`config.mk`:
```
export PLATFORM = sky130hd
export DESIGN_NAME = mem_access_flat
export DESIGN_NICKNAME = d
export VERILOG_FILES = /design/src/rtl/mem_access_if.sv /design/src/rtl/mem_access.sv /design/src/flat_wrapper.sv
export SDC_FILE = /design/constraint.sdc
export NUM_CORES = 1
export LEC_CHECK = 0
export ABC_CLOCK_PERIOD_IN_PS = 2400
export BUFFER_PORTS_ARGS = -buffer_cell sky130_fd_sc_hd__buf_2
export CAP_MARGIN = 30
export CORE_MARGIN = 2
export CORE_UTILIZATION = 51
export CTS_CLUSTER_SIZE = 20
export DETAILED_ROUTE_END_ITERATION = 10
export GPL_TIMING_DRIVEN = 0
export PLACE_DENSITY_LB_ADDON = 0.2
export SKIP_CTS_REPAIR_TIMING = 1
export SYNTH_ARGS = -nofsm -noshare
export SYNTH_HDL_FRONTEND = slang
export SYNTH_SLANG_ARGS = --single-unit
export TNS_END_PERCENT = 5
```
`constraint.sdc`:
```
create_clock -name clk -period 2.4 [get_ports clk]
set_input_delay 0.24 -clock clk [delete_from_list [all_inputs] [get_ports clk]]
set_output_delay 0.24 -clock clk [all_outputs]
set_load 0.03 [all_outputs]
```
`src/rtl/mem_access_if.sv`:
```
// Data RAM bus between the MEM-stage access unit and the data memory.
interface mem_access_if;
    logic        ram_en;
    logic [3:0]  ram_write_en;
    logic [31:0] ram_addr;
    logic [31:0] ram_write_data;
    logic        ram_ready;
    logic [31:0] ram_read_data;

    modport master (
        output ram_en,
        output ram_write_en,
        output ram_addr,
        output ram_write_data,
        input  ram_ready,
        input  ram_read_data
    );

    modport slave (
        input  ram_en,
        input  ram_write_en,
        input  ram_addr,
        input  ram_write_data,
        output ram_ready,
        output ram_read_data
    );
endinterface

```
`src/rtl/mem_access.sv`:
```
// MEM-stage memory access unit: issues one data RAM request per load/store,
// stalls the pipeline until the bus completes or times out, then presents
// the aligned and extended load value (or the ALU result) for write-back.
module mem_access #(
    parameter int unsigned TIMEOUT_CYCLES = 255
) (
    input  logic        clk,
    input  logic        rst,
    input  logic        mem_read_flag,
    input  logic        mem_write_flag,
    input  logic        mem_sign_ext_flag,
    input  logic [3:0]  mem_sel,
    input  logic [31:0] mem_write_data,
    input  logic [31:0] result,
    mem_access_if.master bus,
    output logic [31:0] result_out,
    output logic        stall_request,
    output logic        addr_error,
    output logic        bus_error
);

    typedef enum logic [1:0] {
        IDLE,
        ACCESS,
        DONE
    } state_t;

    state_t      state;
    logic [31:0] rdata_q;
    logic [31:0] timeout_cnt;

    logic        is_mem;
    logic        misaligned;
    logic        op_valid;
    logic [31:0] store_data;
    logic [31:0] shifted;
    logic [31:0] load_value;

    // Decode the current instruction: alignment, store lane replication.
    always_comb begin
        is_mem     = mem_read_flag | mem_write_flag;
        misaligned = ((mem_sel == 4'b0011) && result[0]) ||
                     ((mem_sel == 4'b1111) && (result[1:0] != 2'b00));
        op_valid   = is_mem && !misaligned;
        case (mem_sel)
            4'b0001: store_data = {4{mem_write_data[7:0]}};
            4'b0011: store_data = {2{mem_write_data[15:0]}};
            default: store_data = mem_write_data;
        endcase
    end

    // Extract the addressed byte/half from the captured word and extend it.
    always_comb begin
        shifted = rdata_q >> {result[1:0], 3'b000};
        case (mem_sel)
            4'b0001: load_value = {{24{shifted[7] & mem_sign_ext_flag}}, shifted[7:0]};
            4'b0011: load_value = {{16{shifted[15] & mem_sign_ext_flag}}, shifted[15:0]};
            default: load_value = rdata_q;
        endcase
    end

    // Pipeline-facing outputs, combinational from state and held inputs.
    always_comb begin
        stall_request = 1'b0;
        addr_error    = 1'b0;
        result_out    = result;
        case (state)
            IDLE: begin
                if (is_mem && misaligned) begin
                    addr_error = 1'b1;
                    result_out = '0;
                end else if (op_valid) begin
                    stall_request = 1'b1;
                end
            end
            ACCESS: stall_request = 1'b1;
            DONE: begin
                // Both flags set is treated as a store, so the write flag wins.
                if (!mem_write_flag && mem_read_flag)
                    result_out = load_value;
            end
            default: ;
        endcase
    end

    // Access FSM with registered bus outputs; ready is checked before timeout
    // so a completion in the last counted cycle is never reported as an error.
    always_ff @(posedge clk) begin
        if (rst) begin
            state              <= IDLE;
            bus.ram_en         <= 1'b0;
            bus.ram_write_en   <= '0;
            bus.ram_addr       <= '0;
            bus.ram_write_data <= '0;
            rdata_q            <= '0;
            timeout_cnt        <= '0;
            bus_error          <= 1'b0;
        end else begin
            bus_error <= 1'b0;
            case (state)
                IDLE: begin
                    if (op_valid) begin
                        bus.ram_en         <= 1'b1;
                        bus.ram_write_en   <= mem_write_flag ? (mem_sel << result[1:0]) : 4'b0000;
                        bus.ram_addr       <= {result[31:2], 2'b00};
                        bus.ram_write_data <= store_data;
                        timeout_cnt        <= '0;
                        state              <= ACCESS;
                    end
                end
                ACCESS: begin
                    if (bus.ram_ready) begin
                        rdata_q          <= bus.ram_read_data;
                        bus.ram_en       <= 1'b0;
                        bus.ram_write_en <= '0;
                        state            <= DONE;
                    end else if ((TIMEOUT_CYCLES != 0) && (timeout_cnt == TIMEOUT_CYCLES - 1)) begin
                        rdata_q          <= '0;
                        bus.ram_en       <= 1'b0;
                        bus.ram_write_en <= '0;
                        bus_error        <= 1'b1;
                        state            <= DONE;
                    end else begin
                        timeout_cnt <= timeout_cnt + 1;
                    end
                end
                DONE: state <= IDLE;
                default: state <= IDLE;
            endcase
        end
    end

endmodule

```
`src/flat_wrapper.sv`:
```
// flat-port wrapper written by rule: the top's interface ports become plain ports
module mem_access_flat 
#(
    parameter int unsigned TIMEOUT_CYCLES = 255
)
  (clk, rst, mem_read_flag, mem_write_flag, mem_sign_ext_flag, mem_sel, mem_write_data, result, result_out, stall_request, addr_error, bus_error, bus_ram_en, bus_ram_write_en, bus_ram_addr, bus_ram_write_data, bus_ram_ready, bus_ram_read_data);
  mem_access_if bus_i ();
  input  logic clk;
  input  logic rst;
  input  logic mem_read_flag;
  input  logic mem_write_flag;
  input  logic mem_sign_ext_flag;
  input  logic [3:0] mem_sel;
  input  logic [31:0] mem_write_data;
  input  logic [31:0] result;
  output logic [31:0] result_out;
  output logic stall_request;
  output logic addr_error;
  output logic bus_error;
  output wire logic [$bits(bus_i.ram_en)-1:0] bus_ram_en;
  output wire logic [$bits(bus_i.ram_write_en)-1:0] bus_ram_write_en;
  output wire logic [$bits(bus_i.ram_addr)-1:0] bus_ram_addr;
  output wire logic [$bits(bus_i.ram_write_data)-1:0] bus_ram_write_data;
  input wire logic [$bits(bus_i.ram_ready)-1:0] bus_ram_ready;
  input wire logic [$bits(bus_i.ram_read_data)-1:0] bus_ram_read_data;
  assign bus_ram_en = bus_i.ram_en;
  assign bus_ram_write_en = bus_i.ram_write_en;
  assign bus_ram_addr = bus_i.ram_addr;
  assign bus_ram_write_data = bus_i.ram_write_data;
  assign bus_i.ram_ready = bus_ram_ready;
  assign bus_i.ram_read_data = bus_ram_read_data;
  mem_access #(.TIMEOUT_CYCLES(TIMEOUT_CYCLES)) u_core (.clk(clk), .rst(rst), .mem_read_flag(mem_read_flag), .mem_write_flag(mem_write_flag), .mem_sign_ext_flag(mem_sign_ext_flag), .mem_sel(mem_sel), .mem_write_data(mem_write_data), .result(result), .bus(bus_i), .result_out(result_out), .stall_request(stall_request), .addr_error(addr_error), .bus_error(bus_error));
endmodule
```
==> flow_summary.ini <==
[power_and_ir_drop]
vdd_drop_max_uv = 445
leakagePower_nw = 3.60
powerDensity_mw_per_mm2 = 751
report.power.total_mw = 6.57

[cells_and_area]
area_delta_synth_final_pct = 32.3
layout.nets = 1156
fill_cells = 1069
instances_no_fill = 1232
multi_input_comb_area_mm2 = 0.00363
regArea_mm2 = 0.00269
drive_gt1_share_pct = 29.5

[sta]
grt_setup_unrepaired = true
slew_headroom_pct = 33.1
skew_ns = 0.00892
hold_viol = 0
period_needed_ns = 2.55
worst_pin_slew_ns = 1.00
fmax_mhz = 392
period_share_pct = 106
setup-violations-final = 25
maxSlewViolCount = 0
setup_ws_ns = -0.153

[critical_path]
crit_path_end_kind = output port
worstReg2RegStart = u_core.timeout_cnt[0]$_SDFFE_PP0P_
crit_path_start_kind = flop
worstSetupPathType = flop to output port
required_ns = 2.16
worstRegToRegCells = 10
r2r_end = u_core.rdata_q[18]$_SDFFE_PP0P_
crit_fanout = 5
rrSetupSlack_ns = 0.14
crit_arrival_ns = 2.31

[logic_synthesis]
synthArstFlopShare_pct = 0
synthTopCellsByArea = dfxtp_1, nand2_1, a21oi_1
synth_edf_count = 0
synth_ff_type = dfxtp_1
synth_most_common_cell = nand2_1
syn_inst = 818
synth_seq_cells = 134
ys_warn_count = 0
synth.distinct_cells = 65
synth_area_mm2 = 0.00661
synth_common_cells = nand2_1, dfxtp_1, nor2_1, a21oi_1, o21ai_0
synth_top_area_cell = dfxtp_1
synth_top_area_share_pct = 40.6
seq_area_frac_synth_pct = 40.6
syn_avg_cell_area_um2 = 8.08

[clocking]
cts_tree = built
clk_path_buf_depth = 2
insertion_delay_ns = 0.43
cts_sinks = 134
htree_levels = 4
numCtsBuffers = 17
root_buffer = clkbuf_16
clk_pin_slew_worst_paths_ns = 0.06

[routing]
vias_per_cell = 5.72
route.detailed.wl_per_inst_um = 18.1
drt-initial-drc-count = 596
vias = 7046
drt_first_pass_iters = 5
drc = 0
routed_wl_um = 22200
ant_nets = 0

[outcome]
outcome = finished with violations
violations = negative setup slack

[min_path]
worst_hold_path_type = input port to flop
holdPathStages = 2
holdPathEnd = u_core.rdata_q[28]$_SDFFE_PP0P_
hold_start = bus_ram_read_data[28]

[placement]
dp_hpwl_um = 16500
place_congestion = 0.970
dp_cells = 1193
numPortBuffers = 202

[global_route]
antenna_found_initial = 1
grt-ovfl-total = 0
grt.total_usage_pct = 31.3
grt_pass1_wl_um = 34400
grt_max_degree = 17
grt_pass1_vias = 6411

[floorplanning]
die_x_um = 118
boundaryPins = 210
initial_core_util_pct = 52.4
rows = 41
coreArea_mm2 = 0.0126
die_h_um = 118
dieArea_mm2 = 0.0139

[run]
cap_violations = 0
layout by cell type (no fill, tap or decap), drive strengths merged, types with 3 or more instances in the layout:
cell type | synthesis | final
or3 | 6 | 6
a21oi | 77 | 77
mux2i | 21 | 21
a2111oi | 4 | 4
and4 | 3 | 3
nor2b | 3 | 3
nand2b | 5 | 5
a221o | 3 | 3
inv | 13 | 15
xor2 | 4 | 4
a211oi | 13 | 13
nand4 | 8 | 8
bufinv | 0 | 4
buf | 28 | 236
o22ai | 7 | 7
o21ai | 48 | 48
a311oi | 17 | 17
a22o | 38 | 38
dfxtp | 134 | 134
o211ai | 9 | 9
nor4 | 5 | 5
xnor2 | 22 | 22
nor3b | 5 | 5
nor2 | 89 | 89
nand2 | 157 | 157
clkinvlp | 0 | 3
nand3 | 28 | 28
clkbuf | 37 | 58
nor3 | 8 | 8
area by class of cell:
cell class | instances | share of cell area, %
inverters | 13 | 0.558
multi-input cells | 606 | 41.5
clock inverters | 11 | 1.99
flip-flops and latches | 134 | 30.7
repair buffers | 210 | 13.2
plain buffers | 66 | 4.29
well taps | 172 | 2.46
diodes | 1 | 0.0286
clock buffers | 19 | 5.18
logic make-up after synthesis:
group,synth area share (%)
XOR/XNOR,3.45
AO/OA/AOI/OAI,23.5
other,0.0568
flip-flops,40.6
AND/OR/NAND/NOR,22.3
adder cells (fa/ha/maj),0.379
buffers and inverters,6.19
multiplexers,3.52
worst max-delay path, cell delays in order, from the launching register on:
cell and delay [ns]:
dfxtp_4 0.37, mux4_2 0.48, nor3b_4 0.18, nor2_4 0.19, o21ai_2 0.08, nand2_2 0.14
buf_4 0.16, o21ai_1 0.09, buf_2 0.20
per-layer routing:
metal / GRT usage, % / share of wire (%) / vias to the layer above
met1: 40.6 / 42 / 3250
met5: 0 / 0 / -
met4: 13.2 / 3.7 / 0
met2: 50.1 / 46 / 376
met3: 7.36 / 8.2 / 61
li1: - / - / 3359
how the worst max path moves through the flow:
stage | startpoint | endpoint | depth (start not counted)
global placement | mem_sel[3] | result_out[30] | 7
global route | u_core.rdata_q[23]$_SDFFE_PP0P_ | result_out[27] | 8
finish | u_core.rdata_q[23]$_SDFFE_PP0P_ | result_out[27] | 8
detailed placement | mem_sel[0] | result_out[25] | 7
floorplan | result[0] | result_out[19] | 8
CTS | u_core.rdata_q[23]$_SDFFE_PP0P_ | result_out[19] | 8
registers in the layout, indices dropped and copies added, names as in the netlist:
name and flops:
u_core.bus.ram_addr 30, u_core.bus.ram_write_en 4, u_core.bus.ram_write_data 32, u_core.rdata_q 32, u_core.timeout_cnt 32, u_core.bus_error 1
u_core.bus.ram_en 1, u_core.state 2
report_power, final:
part / internal [mW] / leakage (nW) / total, mW / switching [mW]
clock network: 1.79 / 0.298 / 2.80 / 1.01
logic: 0.427 / 2.20 / 1.31 / 0.887
registers: 2.37 / 1.10 / 2.46 / 0.0918
total: 4.58 / 3.60 / 6.57 / 1.99
through the flow:
stage          setup slack, ns  util (%)  area (um2)  TNS (ns)  hold WS [ns]
3_5_place_dp           -0.0408      62.1        7840    -0.162         0.443
6_report                -0.153      69.3        8740     -1.84        0.0183
2_1_floorplan           0.0367         -        6610         0         0.317
4_1_cts                 -0.319      67.1        8460     -4.88       0.00368
3_3_place_gp           -0.0241      62.1        7840   -0.0704         0.440
5_1_grt                 -0.187      69.3        8740     -3.40        0.0109
(Power assumes the default switching activity.)
